<file path="src/rtl/ispm_port_arbiter.sv">
// Round-robin arbiter sharing instruction-scratchpad BRAM port B among NREQ requesters.
// Optional write protection of the low region is enabled by defining ISPM_ARB_WPROT_EN.
module ispm_port_arbiter #(
   parameter int DATA = 32,
   parameter int ADDR = 10,
   parameter int NREQ = 2
`ifdef ISPM_ARB_WPROT_EN
   ,
   parameter int PROT_TOP = 256
`endif
) (
   input  logic               clk,
   input  logic               reset,
   input  logic [NREQ-1:0]    req_valid,
   output logic [NREQ-1:0]    req_ready,
   input  logic [NREQ-1:0]    req_wr,
   input  logic [NREQ*ADDR-1:0] req_addr,
   input  logic [NREQ*DATA-1:0] req_wdata,
   output logic [NREQ-1:0]    resp_valid,
   output logic [DATA-1:0]    resp_rdata,
   output logic               resp_err,
`ifdef ISPM_ARB_WPROT_EN
   input  logic               wprot_lock,
`endif
   output logic               b_wr,
   output logic [ADDR-1:0]    b_addr,
   output logic [DATA-1:0]    b_din,
   input  logic [DATA-1:0]    b_dout
);

   localparam int IW = (NREQ > 2) ? 2 : 1;

   logic [IW-1:0]   rr;
   logic [IW-1:0]   gnt_id;
   logic            gnt_found;
   logic            accept;
   logic            g_wr;
   logic [ADDR-1:0] g_addr;
   logic [DATA-1:0] g_wdata;
   logic            blocked;
   logic            s1_v, s2_v;
   logic [IW-1:0]   s1_id, s2_id;

   // First valid requester at or above the rotating pointer wins.
   always_comb begin
      gnt_found = 1'b0;
      gnt_id    = '0;
      for (int k = 0; k < NREQ; k++) begin
         if (!gnt_found && req_valid[(int'(rr) + k) % NREQ]) begin
            gnt_found = 1'b1;
            gnt_id    = IW'((int'(rr) + k) % NREQ);
         end
      end
   end

   assign accept  = gnt_found & ~reset;
   assign g_wr    = req_wr[gnt_id];
   assign g_addr  = req_addr[int'(gnt_id)*ADDR +: ADDR];
   assign g_wdata = req_wdata[int'(gnt_id)*DATA +: DATA];

   always_comb begin
      req_ready = '0;
      for (int i = 0; i < NREQ; i++) begin
         req_ready[i] = accept && (IW'(i) == gnt_id);
      end
   end

`ifdef ISPM_ARB_WPROT_EN
   logic s1_err, s2_err;

   // A protected write is demoted to a read so the response returns the old contents.
   assign blocked  = g_wr & wprot_lock & (32'(g_addr) < 32'(PROT_TOP));
   assign resp_err = s2_v & s2_err & ~reset;

   always_ff @(posedge clk) begin
      if (reset) begin
         s1_err <= 1'b0;
         s2_err <= 1'b0;
      end else begin
         s1_err <= accept & blocked;
         s2_err <= s1_err;
      end
   end
`else
   assign blocked  = 1'b0;
   assign resp_err = 1'b0;
`endif

   always_ff @(posedge clk) begin
      if (reset) begin
         rr     <= '0;
         s1_v   <= 1'b0;
         s1_id  <= '0;
         s2_v   <= 1'b0;
         s2_id  <= '0;
         b_wr   <= 1'b0;
         b_addr <= '0;
         b_din  <= '0;
      end else begin
         s2_v  <= s1_v;
         s2_id <= s1_id;
         if (accept) begin
            rr     <= (int'(gnt_id) == NREQ - 1) ? '0 : gnt_id + IW'(1);
            s1_v   <= 1'b1;
            s1_id  <= gnt_id;
            b_wr   <= g_wr & ~blocked;
            b_addr <= g_addr;
            b_din  <= g_wdata;
         end else begin
            s1_v <= 1'b0;
            b_wr <= 1'b0;
         end
      end
   end

   // Responses in flight during a reset cycle are suppressed immediately.
   always_comb begin
      resp_valid = '0;
      for (int i = 0; i < NREQ; i++) begin
         resp_valid[i] = s2_v && !reset && (IW'(i) == s2_id);
      end
   end

   assign resp_rdata = b_dout;

endmodule

</file>
<file path="config.mk">
export PLATFORM = sky130hd
export DESIGN_NAME = ispm_port_arbiter
export DESIGN_NICKNAME = d
export VERILOG_FILES = /design/src/rtl/ispm_port_arbiter.sv
export SDC_FILE = /design/constraint.sdc
export NUM_CORES = 1
export LEC_CHECK = 0
export ABC_CLOCK_PERIOD_IN_PS = 2150
export CORE_UTILIZATION = 33
export DETAILED_ROUTE_END_ITERATION = 8
export HOLD_SLACK_MARGIN = 0.1
export PLACE_DENSITY = 0.83
export SLEW_MARGIN = 40
export SYNTH_ARGS = -nofsm -noshare
export SYNTH_HDL_FRONTEND = slang
export SYNTH_SLANG_ARGS = --single-unit
</file>
<file path="constraint.sdc">
create_clock -name clk -period 2.15 [get_ports clk]
set_clock_uncertainty 0.2 [all_clocks]
set_input_delay 0.43 -clock clk [delete_from_list [all_inputs] [get_ports clk]]
set_output_delay 0.43 -clock clk [all_outputs]
set_load 0.02 [all_outputs]
</file>
# ---- Yosys cells after proc, flatten, opt, wreduce, memory -nomap -nowiden
# Cells that the tools add are included.
dict set report totals {
  elab_cells 44
  register_bits 48
  in_bits 122
  output_inout_bits 80
}
dict set report classes {
  bitwise_logic 6
  n_lt_le_gt_ge 3
  n_shift 2
  n_reduce_logical 9
  n_mux 13
  add_sub_neg 2
  n_mul 1
}
# operator n
set ops {}
lappend ops {{variable part select 64 x 7 -> 32 bit} 1}
lappend ops {{variable part select 20 x 6 -> 10 bit} 1}
lappend ops {{2-to-1 mux 1 bit} 13}
lappend ops {{logical AND 1 bit} 6}
lappend ops {{less-than comparator 1 x 2 -> 1 bit, second input constant} 2}
lappend ops {{multiplier 1 x 3 -> 4 bit, second input constant} 1}
lappend ops {{NOT 1 bit} 4}
lappend ops {{less-than comparator 2 x 3 -> 1 bit, second input constant} 1}
lappend ops {{adder 1 bit, second input constant} 2}
lappend ops {{zero test 1 bit} 2}
lappend ops {{OR reduction 2 bit} 1}
lappend ops {{bitwise AND 1 bit} 1}
lappend ops {{bitwise AND 1 bit, first input constant} 1}

# ---- Logic depth before layout (Yosys ltp)
dict set report depth {
  depth_word 10
  ltp_mapped 6
  ltp_nobuf 3
}

# ---- Least setup slack after synthesis
# OpenSTA, ideal clock, no wires.
dict set report synth_path {
  path_kind {input-to-output}
  startpoint {in reset}
  endpoint {out resp_valid[0]}
  n_path_buf 1
  arrival_ps 1161
  t_required_ps 1520
  stages 2
  setup_slack_ps 359
  cell_sequence {clkbuf_1 > nor3b_1}
}
dict set report synth_via {
  elab_chain_len 3
}
# item line_no
set synth_rtl {}
lappend synth_rtl {{from (decl)} 13} ;# input logic reset,
lappend synth_rtl {{zero test 1 bit} 120} ;# resp_valid[i] = s2_v && !reset && (IW'(i) == s2_id);
lappend synth_rtl {{logical AND 1 bit (2 in a row)} 120}
lappend synth_rtl {{to (decl)} 19} ;# output logic [NREQ-1:0] resp_valid,
# No other way between the ends.

# ---- Worst setup path after layout
dict set report layout_path {
  startpoint {in req_valid[0]}
  endpoint {out req_ready[1]}
}
dict set report layout_via {
  elab_chain_len 8
  elab_cells_between_ends 13
  classes_between {mux (9); bitwise (1); reduce/logical (3)}
}
# item line_no
set layout_rtl {}
lappend layout_rtl {{from (decl)} 14} ;# input logic [NREQ-1:0] req_valid,
lappend layout_rtl {{2-to-1 mux 1 bit (implied by the code) (2 in a row)} 49} ;# if (!gnt_found && req_valid[(int'(rr) + k) % NREQ]) begin
lappend layout_rtl {{2-to-1 mux 1 bit} 49}
lappend layout_rtl {{zero test 1 bit} 49}
lappend layout_rtl {{logical AND 1 bit} 49}
lappend layout_rtl {{2-to-1 mux 1 bit} 49}
lappend layout_rtl {{bitwise AND 1 bit} 56} ;# assign accept = gnt_found & ~reset;
lappend layout_rtl {{logical AND 1 bit *} 64} ;# req_ready[i] = accept && (IW'(i) == gnt_id);
lappend layout_rtl {{to (decl)} 15} ;# output logic [NREQ-1:0] req_ready,
# Mark *: on every way between the ends. The rest lies on a longest branch, timed or not. The select of a mux whose other input is x is not followed.

==> results.py <==
metrics = {
    "route": {
        "via_count": 2010,
        "wl_um": 6187,
        "dr.pass1.iters": 4,
        "antenna_left": 0,
        "wl_per_cell_um": 15.70,
        "drt_drc_violations_left": 0,
        "drtIter0Drc": 60,
        "viasPerCell": 5.102,
    },
    "global_routing": {
        "grt.total_usage": 0.1818,
        "grt_max_degree": 41,
        "grt_pass1_vias": 2077,
        "grt.overflow.total": 0,
        "antenna_found_initial": 0,
        "grt_pass1_wl_um": 10210,
    },
    "timing": {
        "hold_slack_ps": 238.6,
        "period_share": 0.9751,
        "hold_viol": 0,
        "finalCriticalPeriod_ps": 2096,
        "rsz0062_at_grt": "false",
        "maxSlewViolCount": 0,
        "finalSetupViolCount": 0,
        "max_freq_mhz": 477.0,
    },
    "placed_design": {
        "portBuffers": 136,
        "place_area_um2": 3391,
        "gp_congestion": 0.7594,
        "dp_hpwl_um": 4586,
    },
    "clocking": {
        "h-tree-depth": 2,
        "clk_path_buf_depth": 2,
        "clock_sinks": 48,
        "ctsRootBufferMaster": "clkbuf_8",
        "cts_buffers": 5,
        "clk_pin_slew_ps": 90,
        "clock_latency_ps": 290,
        "cts_tree": "done",
    },
    "floorplanning": {
        "num_rows": 29,
        "die-height_um": 83.02,
        "io_pins": 202,
        "die-area_um2": 6891,
        "start_util": 0.3411,
        "core_region_area_um2": 6350,
        "die_w_um": 83.02,
    },
    "yosys": {
        "synth-seq-area-share": 0.4437,
        "postSynthCellCount": 210,
        "synthFlopType": "dfxtp_1",
        "yosysUniqueCellTypes": 24,
        "async_flop_share": 0,
        "synth_nets": 332,
        "ys_seq_elements": 48,
        "synth_area_per_cell_um2": 10.31,
        "ys.warnings.count": 0,
        "synth_area_um2": 2166,
        "synth-edff-count": 0,
    },
    "hold_path": {
        "hold_path_class": "flop to flop",
    },
    "worst_setup_path": {
        "worst_ep_arrival_time_ps": 1470,
        "crit_path_cell_trace": "clkdlybuf4s50_1 > nor2b_1 > nor3b_4 > buf_2",
        "crit_type": "input pin to output pin",
        "worst_setup_path_start_kind": "input pin",
        "critPathMaxFanout": 3,
        "critPathTopFamily": "buffers and inverters",
        "crit_buf_inv": 2,
        "slowest_delay_ps": 450,
        "worstPathRequired_ps": 1520,
        "end_kind": "output pin",
        "slowest_stage": "clkdlybuf4s50_1",
    },
    "status": {
        "run_status": "complete, no violations",
    },
    "pwr": {
        "power_mw": 2.115,
        "p_leak_nw": 1.369,
        "ir_drop_uv": 401.4,
        "p_per_area_nw_per_um2": 607.6,
    },
    "finish": {
        "drive_above_1_share": 0.09148,
        "num_antenna_cells": 0,
        "syn2layout_area_growth_pct": 60.72,
        "design_area_um2": 3481,
        "num-fill-cells": 559,
        "nNetsFinal": 438,
        "fin_util": 0.5482,
    },
    "job": {
        "maxCapViolations": 0,
    },
}
flip-flops by register name, indices dropped and copies added, names as in the netlist:
signal and count:
b_addr 10, b_din 32, b_wr 1, rr 1, s1_id 1, s1_v 1
s2_id 1, s2_v 1
through the flow:
stage	instances	worst slack (ps)	TNS, ps
final	394	53.57	0
after global placement	383	-518.5	-20710
after global routing	394	27.12	0
after CTS	393	9.205	0
after floorplan	210	358.7	0
after detailed placement	385	-421.8	-6702
worst paths after layout:
kind / from / endpoint / slack [ps] / depth (start not counted)
hold reg to reg: s1_v / s2_v / 240 / 1
hold / removal: s1_v / s2_v / 240 / 1
setup / recovery: req_valid[0] / req_ready[1] / 50 / 4
setup reg to reg: rr / b_din[20] / 540 / 4
repair_timing:
action | CTS | global route
gates resized for setup | 17 | 2
setup buffers | 0 | 1
endpoints found under the setup margin | 4 | 15
hold buffers | 0 | 0
pin swaps | 0 | 1
area by class of cell:
class	instances	area [um^2]	share of cell area
repair buffers	149	1450	0.4166
multi-input cells	108	864.6	0.2484
well taps	77	96.34	0.02768
clock inverters	1	7.507	0.002157
clock buffers	7	86.33	0.02480
inverters	4	15.01	0.004313
flip-flops and latches	48	960.9	0.2761
Yosys cell counts (all sizes together), types with 2 or more instances:
cell | instances | area (um^2)
dfxtp | 48 | 960.9
buf | 47 | 336.6
a221o | 38 | 380.4
and2 | 38 | 237.7
nor2 | 8 | 32.54
a21oi | 4 | 20.02
a31oi | 4 | 25.02
inv | 4 | 15.01
o221a | 4 | 45.04
clkbuf | 3 | 11.26
nor2b | 3 | 18.77
nor3b | 2 | 20.02
logic make-up (layout without fill, tap and decap cells):
kind of cell | Yosys count | after routing | synth area share
compound gates | 54 | 54 | 0.2357
buf+inv | 54 | 161 | 0.1675
simple gates | 53 | 53 | 0.1514
flops | 48 | 48 | 0.4437
other cells | 1 | 1 | 0.001731
report_power, final:
part | total (mW) | internal (mW) | leakage [nW] | switching [mW]
Clock | 0.558 | 0.262 | 0.0445 | 0.296
Sequential | 0.996 | 0.961 | 0.398 | 0.0346
Combinational | 0.561 | 0.337 | 0.926 | 0.224
Total | 2.11 | 1.56 | 1.37 | 0.555
placed cells by master (no fill, tap or decap), drive strengths merged:
cell type,n
o221a,4
a22o,1
a21o,1
dfxtp,48
conb,1
a21oi,4
a31oi,4
nor3b,2
clkinvlp,1
nor3,1
nor2b,3
nor2,8
a211oi,1
buf,17
clkbuf,7
and3b,1
and2,38
inv,4
a21bo,1
a221o,38
clkdlybuf4s50,132
layer usage:
metal,vias to the layer above,global-route usage,share of wire
met5,-,0,0
met4,0,0.06426,0.021
met3,22,0.04970,0.069
met2,101,0.3137,0.49
met1,948,0.2158,0.42
li1,939,-,-
worst register-to-register path: stages, from the launching register on:
cell     delay, ps
dfxtp_1        380
nor2b_1         90
nor3b_4        200
buf_4          430
a221o_1        260
Power figures use the tool's default switching activity.
